[src/rtl/hw_reg_write_queue_pkg.sv]
// Shared GPU host-path types: register write request and default widths.
// Used by the write queue and by the register file input side.
package hw_reg_write_queue_pkg;

  localparam int unsigned ADDR_W_DEF = 20;
  localparam int unsigned DATA_W_DEF = 8;

  typedef struct packed {
    logic [ADDR_W_DEF-1:0] addr;
    logic [DATA_W_DEF-1:0] data;
  } wr_req_t;

endpackage

[src/rtl/hw_reg_write_queue_sync_fifo_ptr.sv]
// Circular-buffer pointer unit: wrap-bit pointers, full/empty, level.
// Ports: clk, rst, clr, push, pop -> wr_idx, rd_idx, full, empty, level.
module sync_fifo_ptr
  import hw_reg_write_queue_pkg::*;
#(
  parameter int unsigned DEPTH = 4
) (
  input  logic                       clk,
  input  logic                       rst,
  input  logic                       clr,
  input  logic                       push,
  input  logic                       pop,
  output logic [$clog2(DEPTH)-1:0]   wr_idx,
  output logic [$clog2(DEPTH)-1:0]   rd_idx,
  output logic                       full,
  output logic                       empty,
  output logic [$clog2(DEPTH):0]     level
);

  localparam int unsigned AW = $clog2(DEPTH);
  localparam int unsigned PW = AW + 1;

  logic [PW-1:0] wr_ptr;
  logic [PW-1:0] rd_ptr;

  always_ff @(posedge clk) begin
    if (rst) begin
      wr_ptr <= '0;
      rd_ptr <= '0;
    end else if (clr) begin
      wr_ptr <= '0;
      rd_ptr <= '0;
    end else begin
      if (push)
        wr_ptr <= wr_ptr + PW'(1);
      if (pop)
        rd_ptr <= rd_ptr + PW'(1);
    end
  end

  assign wr_idx = wr_ptr[AW-1:0];
  assign rd_idx = rd_ptr[AW-1:0];
  assign empty  = (wr_ptr == rd_ptr);
  // Same slot, different lap: writer is a full buffer ahead.
  assign full   = (wr_ptr[AW-1:0] == rd_ptr[AW-1:0])
               && (wr_ptr[AW] != rd_ptr[AW]);
  assign level  = wr_ptr - rd_ptr;

endmodule

[src/rtl/hw_reg_write_queue.sv]
// Buffered host write front-end for the GPU control register file.
// Ports: host_wr_req/addr/data/ready in, apply_en/flush gate, we/addr_out/data_out/fifo_level out.
module hw_reg_write_queue
  import hw_reg_write_queue_pkg::*;
#(
  parameter int unsigned DEPTH  = 4,
  parameter int unsigned ADDR_W = ADDR_W_DEF,
  parameter int unsigned DATA_W = DATA_W_DEF
) (
  input  logic                     clk,
  input  logic                     rst,
  input  logic                     host_wr_req,
  input  logic [ADDR_W-1:0]        host_addr,
  input  logic [DATA_W-1:0]        host_data,
  output logic                     host_wr_ready,
  input  logic                     apply_en,
  input  logic                     flush,
  output logic                     we,
  output logic [ADDR_W-1:0]        addr_out,
  output logic [DATA_W-1:0]        data_out,
  output logic [$clog2(DEPTH):0]   fifo_level
);

  localparam int unsigned AW = $clog2(DEPTH);
  localparam int unsigned EW = ADDR_W + DATA_W;

  logic [EW-1:0] mem [DEPTH];
  logic [AW-1:0] wr_idx;
  logic [AW-1:0] rd_idx;
  logic          full;
  logic          empty;
  logic          push;
  logic          pop;
  logic [EW-1:0] head;

  assign host_wr_ready = !full && !flush;
  assign push          = host_wr_req && host_wr_ready;
  assign pop           = apply_en && !empty && !flush;

  sync_fifo_ptr #(
    .DEPTH (DEPTH)
  ) u_ptr (
    .clk    (clk),
    .rst    (rst),
    .clr    (flush),
    .push   (push),
    .pop    (pop),
    .wr_idx (wr_idx),
    .rd_idx (rd_idx),
    .full   (full),
    .empty  (empty),
    .level  (fifo_level)
  );

  // Storage is deliberately not reset; pointers define validity.
  always_ff @(posedge clk) begin
    if (push)
      mem[wr_idx] <= {host_addr, host_data};
  end

  assign head = mem[rd_idx];

  always_ff @(posedge clk) begin
    if (rst) begin
      we       <= 1'b0;
      addr_out <= '0;
      data_out <= '0;
    end else begin
      we <= pop;
      if (pop) begin
        addr_out <= head[EW-1:DATA_W];
        data_out <= head[DATA_W-1:0];
      end
    end
  end

endmodule

[config.mk]
export PLATFORM = sky130hd
export DESIGN_NAME = hw_reg_write_queue
export DESIGN_NICKNAME = d
export VERILOG_FILES = /design/src/rtl/hw_reg_write_queue_pkg.sv /design/src/rtl/hw_reg_write_queue_sync_fifo_ptr.sv /design/src/rtl/hw_reg_write_queue.sv
export SDC_FILE = /design/constraint.sdc
export NUM_CORES = 1
export LEC_CHECK = 0
export BUFFER_PORTS_ARGS = -buffer_cell sky130_fd_sc_hd__buf_4
export CAP_MARGIN = 10
export CORE_ASPECT_RATIO = 1.2
export CORE_MARGIN = 2
export CORE_UTILIZATION = 50
export CTS_BUF_LIST = sky130_fd_sc_hd__clkbuf_8 sky130_fd_sc_hd__clkbuf_16
export DETAILED_ROUTE_END_ITERATION = 10
export PLACE_DENSITY = 0.68
export SYNTH_ARGS = -nofsm -noshare
export SYNTH_HDL_FRONTEND = slang
export SYNTH_SLANG_ARGS = --single-unit
[constraint.sdc]
create_clock -name clk -period 5.6 [get_ports clk]
set_clock_uncertainty 0.2 [all_clocks]
set_input_delay 0.56 -clock clk [delete_from_list [all_inputs] [get_ports clk]]
set_output_delay 0.56 -clock clk [all_outputs]
set_load 0.01 [all_outputs]
# Yosys cells after proc, flatten, opt, wreduce, memory -nomap -nowiden
# Memory sizes are Yosys's and may differ from the RTL's. A register that Yosys moved wholly into a read port is not among the register bits.
# Index checks and enable logic that the tools add are counted.
dict set report classes {
  eq_ne 3
  n_addsub 3
  mux 2
  n_reduce_logical 9
}
# operator n
set op_table {}
lappend op_table {{adder 3 x 1 -> 3 bit, second input constant} 2}
lappend op_table {{logical AND 1 bit} 5}
lappend op_table {{== test 3 bit} 1}
lappend op_table {{logical NOT 1 bit} 3}
lappend op_table {{subtractor 3 bit} 1}
lappend op_table {{== test 2 bit} 1}
lappend op_table {{two-way mux 1 bit} 2}
lappend op_table {{OR reduction 2 bit} 1}
lappend op_table {{!= test 1 bit} 1}
dict set report totals {
  ff_bits 7
  in_bits 33
  word_cells 21
  mem_count 1
  ramBits 112
}
# name words width rd rd_clocked_by_memory_dff write_ports line_no
set mem_list {}
lappend mem_list {mem 4 28 1 1 1 hw_reg_write_queue.sv:27} ;# logic [EW-1:0] mem [DEPTH];

# Longest topological paths before layout
dict set report depth {
  depth_word 7
  ltp_mapped 8
}

# Cells and area by module
# From an unflattened synthesis, not the netlist that was laid out.
dict set report unflattened {
  hier_cells 259
  hier_area_um2 5382.7
}
# mod cells_each area_each_um2 n_inst
set modules_own_cells {}
lappend modules_own_cells {hw_reg_write_queue 219 5007.3 1}
lappend modules_own_cells {sync_fifo_ptr 40 375.4 1}

# Least setup slack after synthesis
# No wires, ideal clock.
dict set report synth_path {
  path_type {reg2reg}
  from {reg u_ptr.rd_ptr[1]}
  to {mem mem[3][0] in the netlist's numbering (enable)}
  setup_time_ps 461
  t_arrival_ps 3662
  path_stages_with_launch 7
  slack_ps 1277
  path_cell_list {dfxtp_1 > clkbuf_1 > inv_1 > ha_1 > and2_1 > buf_2 > a211oi_1}
}
dict set report synth_between {
  elab_chain_cells 7
}
# item line_no
set synth_lines {}
lappend synth_lines {{start: declaration} hw_reg_write_queue_sync_fifo_ptr.sv:24} ;# logic [PW-1:0] rd_ptr;
lappend synth_lines {{start signal: assignment} hw_reg_write_queue_sync_fifo_ptr.sv:37} ;# rd_ptr <= rd_ptr + PW'(1);
lappend synth_lines {{== test 2 bit} hw_reg_write_queue_sync_fifo_ptr.sv:45} ;# assign full = (wr_ptr[AW-1:0] == rd_ptr[AW-1:0])
lappend synth_lines {{logical AND 1 bit} hw_reg_write_queue_sync_fifo_ptr.sv:46} ;# && (wr_ptr[AW] != rd_ptr[AW]);
lappend synth_lines {{logical NOT 1 bit} hw_reg_write_queue.sv:36} ;# assign host_wr_ready = !full && !flush;
lappend synth_lines {{logical AND 1 bit} hw_reg_write_queue.sv:36}
lappend synth_lines {{logical AND 1 bit} hw_reg_write_queue.sv:37} ;# assign push = host_wr_req && host_wr_ready;
lappend synth_lines {{two-way mux 1 bit} hw_reg_write_queue.sv:57} ;# if (push)
lappend synth_lines {{two-way mux 1 bit (implied by the code)} hw_reg_write_queue.sv:58} ;# mem[wr_idx] <= {host_addr, host_data};
lappend synth_lines {{end: declaration} hw_reg_write_queue.sv:27}
# No other way between the ends.

# Worst setup path in the final report
dict set report layout_path {
  from {reg u_ptr.rd_ptr[0]}
  to {reg addr_out[8], read port of mem}
}
dict set report layout_between {
  elab_chain_cells 4
}
# item line_no
set layout_lines {}
lappend layout_lines {{== test 3 bit} hw_reg_write_queue_sync_fifo_ptr.sv:43} ;# assign empty = (wr_ptr == rd_ptr);
lappend layout_lines {{logical NOT 1 bit} hw_reg_write_queue.sv:38} ;# assign pop = apply_en && !empty && !flush;
lappend layout_lines {{logical AND 1 bit (2 in a row)} hw_reg_write_queue.sv:38}
lappend layout_lines {{end: declaration} hw_reg_write_queue.sv:19} ;# output logic [ADDR_W-1:0] addr_out,
# Parallel ways exist; a longest one is shown, timed or not.
# A chain may end at the register's enable or synchronous reset.

==> flow_summary.toml <==
[outcome]
status = "finished, final reports clean"

[synth]
syn_avg_cell_area_um2 = 16.3
synth-async-reset-ratio_pct = 0
syn_inst = 373
syn-cell-area_mm2 = 0.00607
synth_warnings = 0
synth_edf_count = 112
ys_seq_area_share_pct = 67.0
synth.distinct_cells = 30
synth_fp_nets = 414
synth_seq_cells = 147
synthFlopType = "edfxtp_1"

[pwr]
p_leak_nw = 2.39
peakVddDrop_mv = 0.225
p_per_area_mw_per_mm2 = 331

[drt]
drcViolationCount = 0
vias = 3584
wl_per_cell_um = 20.7
final_antenna_net_count = 0
dr.pass1.iters = 4
drt_wl_total_mm = 12.5
drt-initial-drc-count = 227
via_per_inst = 5.92

[clock_network]
cts_tree = "built"
clk_latency_ps = 420
cts_htree_levels = 4
clockRootBuffer = "clkbuf_16"
numCtsBuffers = 17
cts_resized = 0
cts.clk_slew.worst_paths_ps = 60
cts_setup_buffers = 0
cts.sinks = 147
ctsHoldBuffers = 0
ctsLongestPathBuffers = 2

[place]
gp_congestion = 0.730
hpwl_mm = 7.36
port_buffers = 65
placed_area_mm2 = 0.00667

[global_route]
antenna_found_initial = 0
grt_overflow = 0
grt_max_degree = 38
grt_pass1_wl_mm = 20.5
grt_util_all_layers_pct = 20.9
grt_pass1_vias = 3784

[timing]
hold_ws_ps = 144
grt_setup_unrepaired = "false"
finalCriticalPeriod_ps = 3260
setup_tns_ps = 0
fmax_mhz = 307
finalCritPeriodShare_pct = 58.2
max-slew-margin-rel_pct = 23.5
setup_viol = 0
slew_viol_final = 0
hold_viol = 0
tightest_slew_ps = 1140

[setup_path]
crit_arrival_ps = 3350
critical_path_class = "reg2reg"
start_kind = "flip-flop"
rrSetupSlack_ps = 2340
crit_required_ps = 5690
r2r_end = "addr_out[8]$_SDFFE_PP0P_"
timing.rr.start = "u_ptr.rd_ptr[0]$_SDFFE_PP0P_"
reg2regPathDepth = 4
cp_max_fo = 32
cp-end-kind = "flip-flop"

[final_layout]
multiInputGateArea_mm2 = 0.00172
insertedDiodeCount = 0
stdcell_area_mm2 = 0.00722
nFillCells = 913
drive_above_1_share_pct = 28.4
areaGrowthSynthToFinish_pct = 19.0
regArea_mm2 = 0.00407
nNetsFinal = 472

[worst_hold_path]
hold_depth = 1
hold_class = "in2reg"
min_from = "host_addr[17]"
worstHoldEndpoint = "mem[1][25]$_DFFE_PP_"

[die]
initial_core_util_pct = 50.8
core_area_mm2 = 0.0119
die_width_um = 105
die_y_um = 125
dieArea_mm2 = 0.0130
top_level_ports = 66
rows = 44

[job]
cap_violations = 0
-- per-layer routing --
layer	vias up	share of wire, %	global-route usage, %
met5	-	0	0
met4	0	1.6	9.38
met3	19	5.7	4.87
met2	107	52	33.8
met1	1820	41	26.9
li1	1638	-	-
-- stage by stage --
step                      instances  util (%)  setup WS, ps  total power, W
after floorplan                 373         -          1280         0.00130
after CTS                       605      60.4          2280         0.00241
after global routing            605      60.4          1940         0.00247
final                           605      60.4          2340         0.00239
after global placement          573      55.8          2400         0.00136
after detailed placement        573      55.8          2280         0.00137
-- report_power, final --
part | total (W) | internal, W | switching [W]
registers | 0.00121 | 0.00120 | 0.0000153
logic | 0.000129 | 0.0000539 | 0.0000754
clock network | 0.00105 | 0.000618 | 0.000429
total | 0.00239 | 0.00187 | 0.000519
-- how the worst max path moves through the flow --
stage,end,start,slack [ps]
final,addr_out[8]$_SDFFE_PP0P_,u_ptr.rd_ptr[0]$_SDFFE_PP0P_,2340
after global routing,addr_out[7]$_SDFFE_PP0P_,u_ptr.rd_ptr[0]$_SDFFE_PP0P_,1940
after CTS,addr_out[8]$_SDFFE_PP0P_,u_ptr.rd_ptr[0]$_SDFFE_PP0P_,2280
after detailed placement,addr_out[10]$_SDFFE_PP0P_,u_ptr.rd_ptr[0]$_SDFFE_PP0P_,2280
after global placement,mem[0][23]$_DFFE_PP_,u_ptr.rd_ptr[0]$_SDFFE_PP0P_,2400
after floorplan,mem[3][0]$_DFFE_PP_,u_ptr.rd_ptr[1]$_SDFFE_PP0P_,1280
-- Yosys cell counts (2+ instances only) --
| cell type | n | area share, % |
|---|---|---|
| a21oi_1 | 3 | 0.25 |
| and2_1 | 5 | 0.52 |
| buf_2 | 3 | 0.25 |
| buf_4 | 2 | 0.25 |
| buf_6 | 3 | 0.56 |
| clkbuf_1 | 23 | 1.4 |
| clkbuf_2 | 2 | 0.16 |
| dfxtp_1 | 35 | 12 |
| edfxtp_1 | 112 | 55 |
| ha_1 | 7 | 1.4 |
| inv_1 | 36 | 2.2 |
| mux2i_1 | 5 | 0.82 |
| mux4_1 | 9 | 3.9 |
| mux4_2 | 19 | 7.1 |
| nand2_1 | 10 | 0.62 |
| o2111ai_1 | 29 | 4.2 |
| o211ai_1 | 29 | 3.6 |
| o311ai_0 | 8 | 1.2 |
| o311ai_1 | 20 | 2.9 |
| or3_1 | 2 | 0.21 |
| xnor2_1 | 2 | 0.29 |
-- cell type report --
type / count / share of cell area, %
timing repair buffer: 72 / 7.49
clock inverter: 14 / 1.58
tap: 161 / 2.79
inverter: 37 / 1.92
sequential: 147 / 56.3
multi-input combinational: 156 / 23.8
clock buffer: 18 / 6.08
-- worst max-delay path, cell delays in order, from the launching register on --
cell and delay (ps):
dfxtp_2 1020, ha_1 330, and2_1 300, nand2_1 710, o311ai_0 570
-- logic make-up (layout without fill, tap and decap cells) --
family / count (synthesis) / count (layout) / share of synthesized area (%)
flip-flops: 147 / 147 / 67.0
AO/OA/AOI/OAI: 90 / 90 / 12.2
buffers and inverters: 70 / 141 / 4.93
multiplexers: 33 / 33 / 11.8
AND/OR/NAND/NOR: 22 / 22 / 1.79
adder cells (fa/ha/maj): 8 / 8 / 1.77
XOR/XNOR: 3 / 3 / 0.557
-- placed cells by master (no fill, tap or decap), types with 7 or more instances in the layout --
| master | instances |
|---|---|
| buf_4 | 72 |
| clkbuf_16 | 17 |
| dfxtp_1 | 34 |
| edfxtp_1 | 112 |
| ha_1 | 7 |
| inv_1 | 36 |
| mux4_1 | 9 |
| mux4_2 | 19 |
| nand2_1 | 10 |
| o2111ai_1 | 29 |
| o211ai_1 | 29 |
| o311ai_0 | 8 |
| o311ai_1 | 20 |
-- state kept, by name (all words and copies together) (netlist names) --
name	cells
u_ptr.rd_ptr	3
mem	112
u_ptr.wr_ptr	3
we	1
data_out	8
addr_out	20
Note: power is estimated with default switching activity, not from simulation.
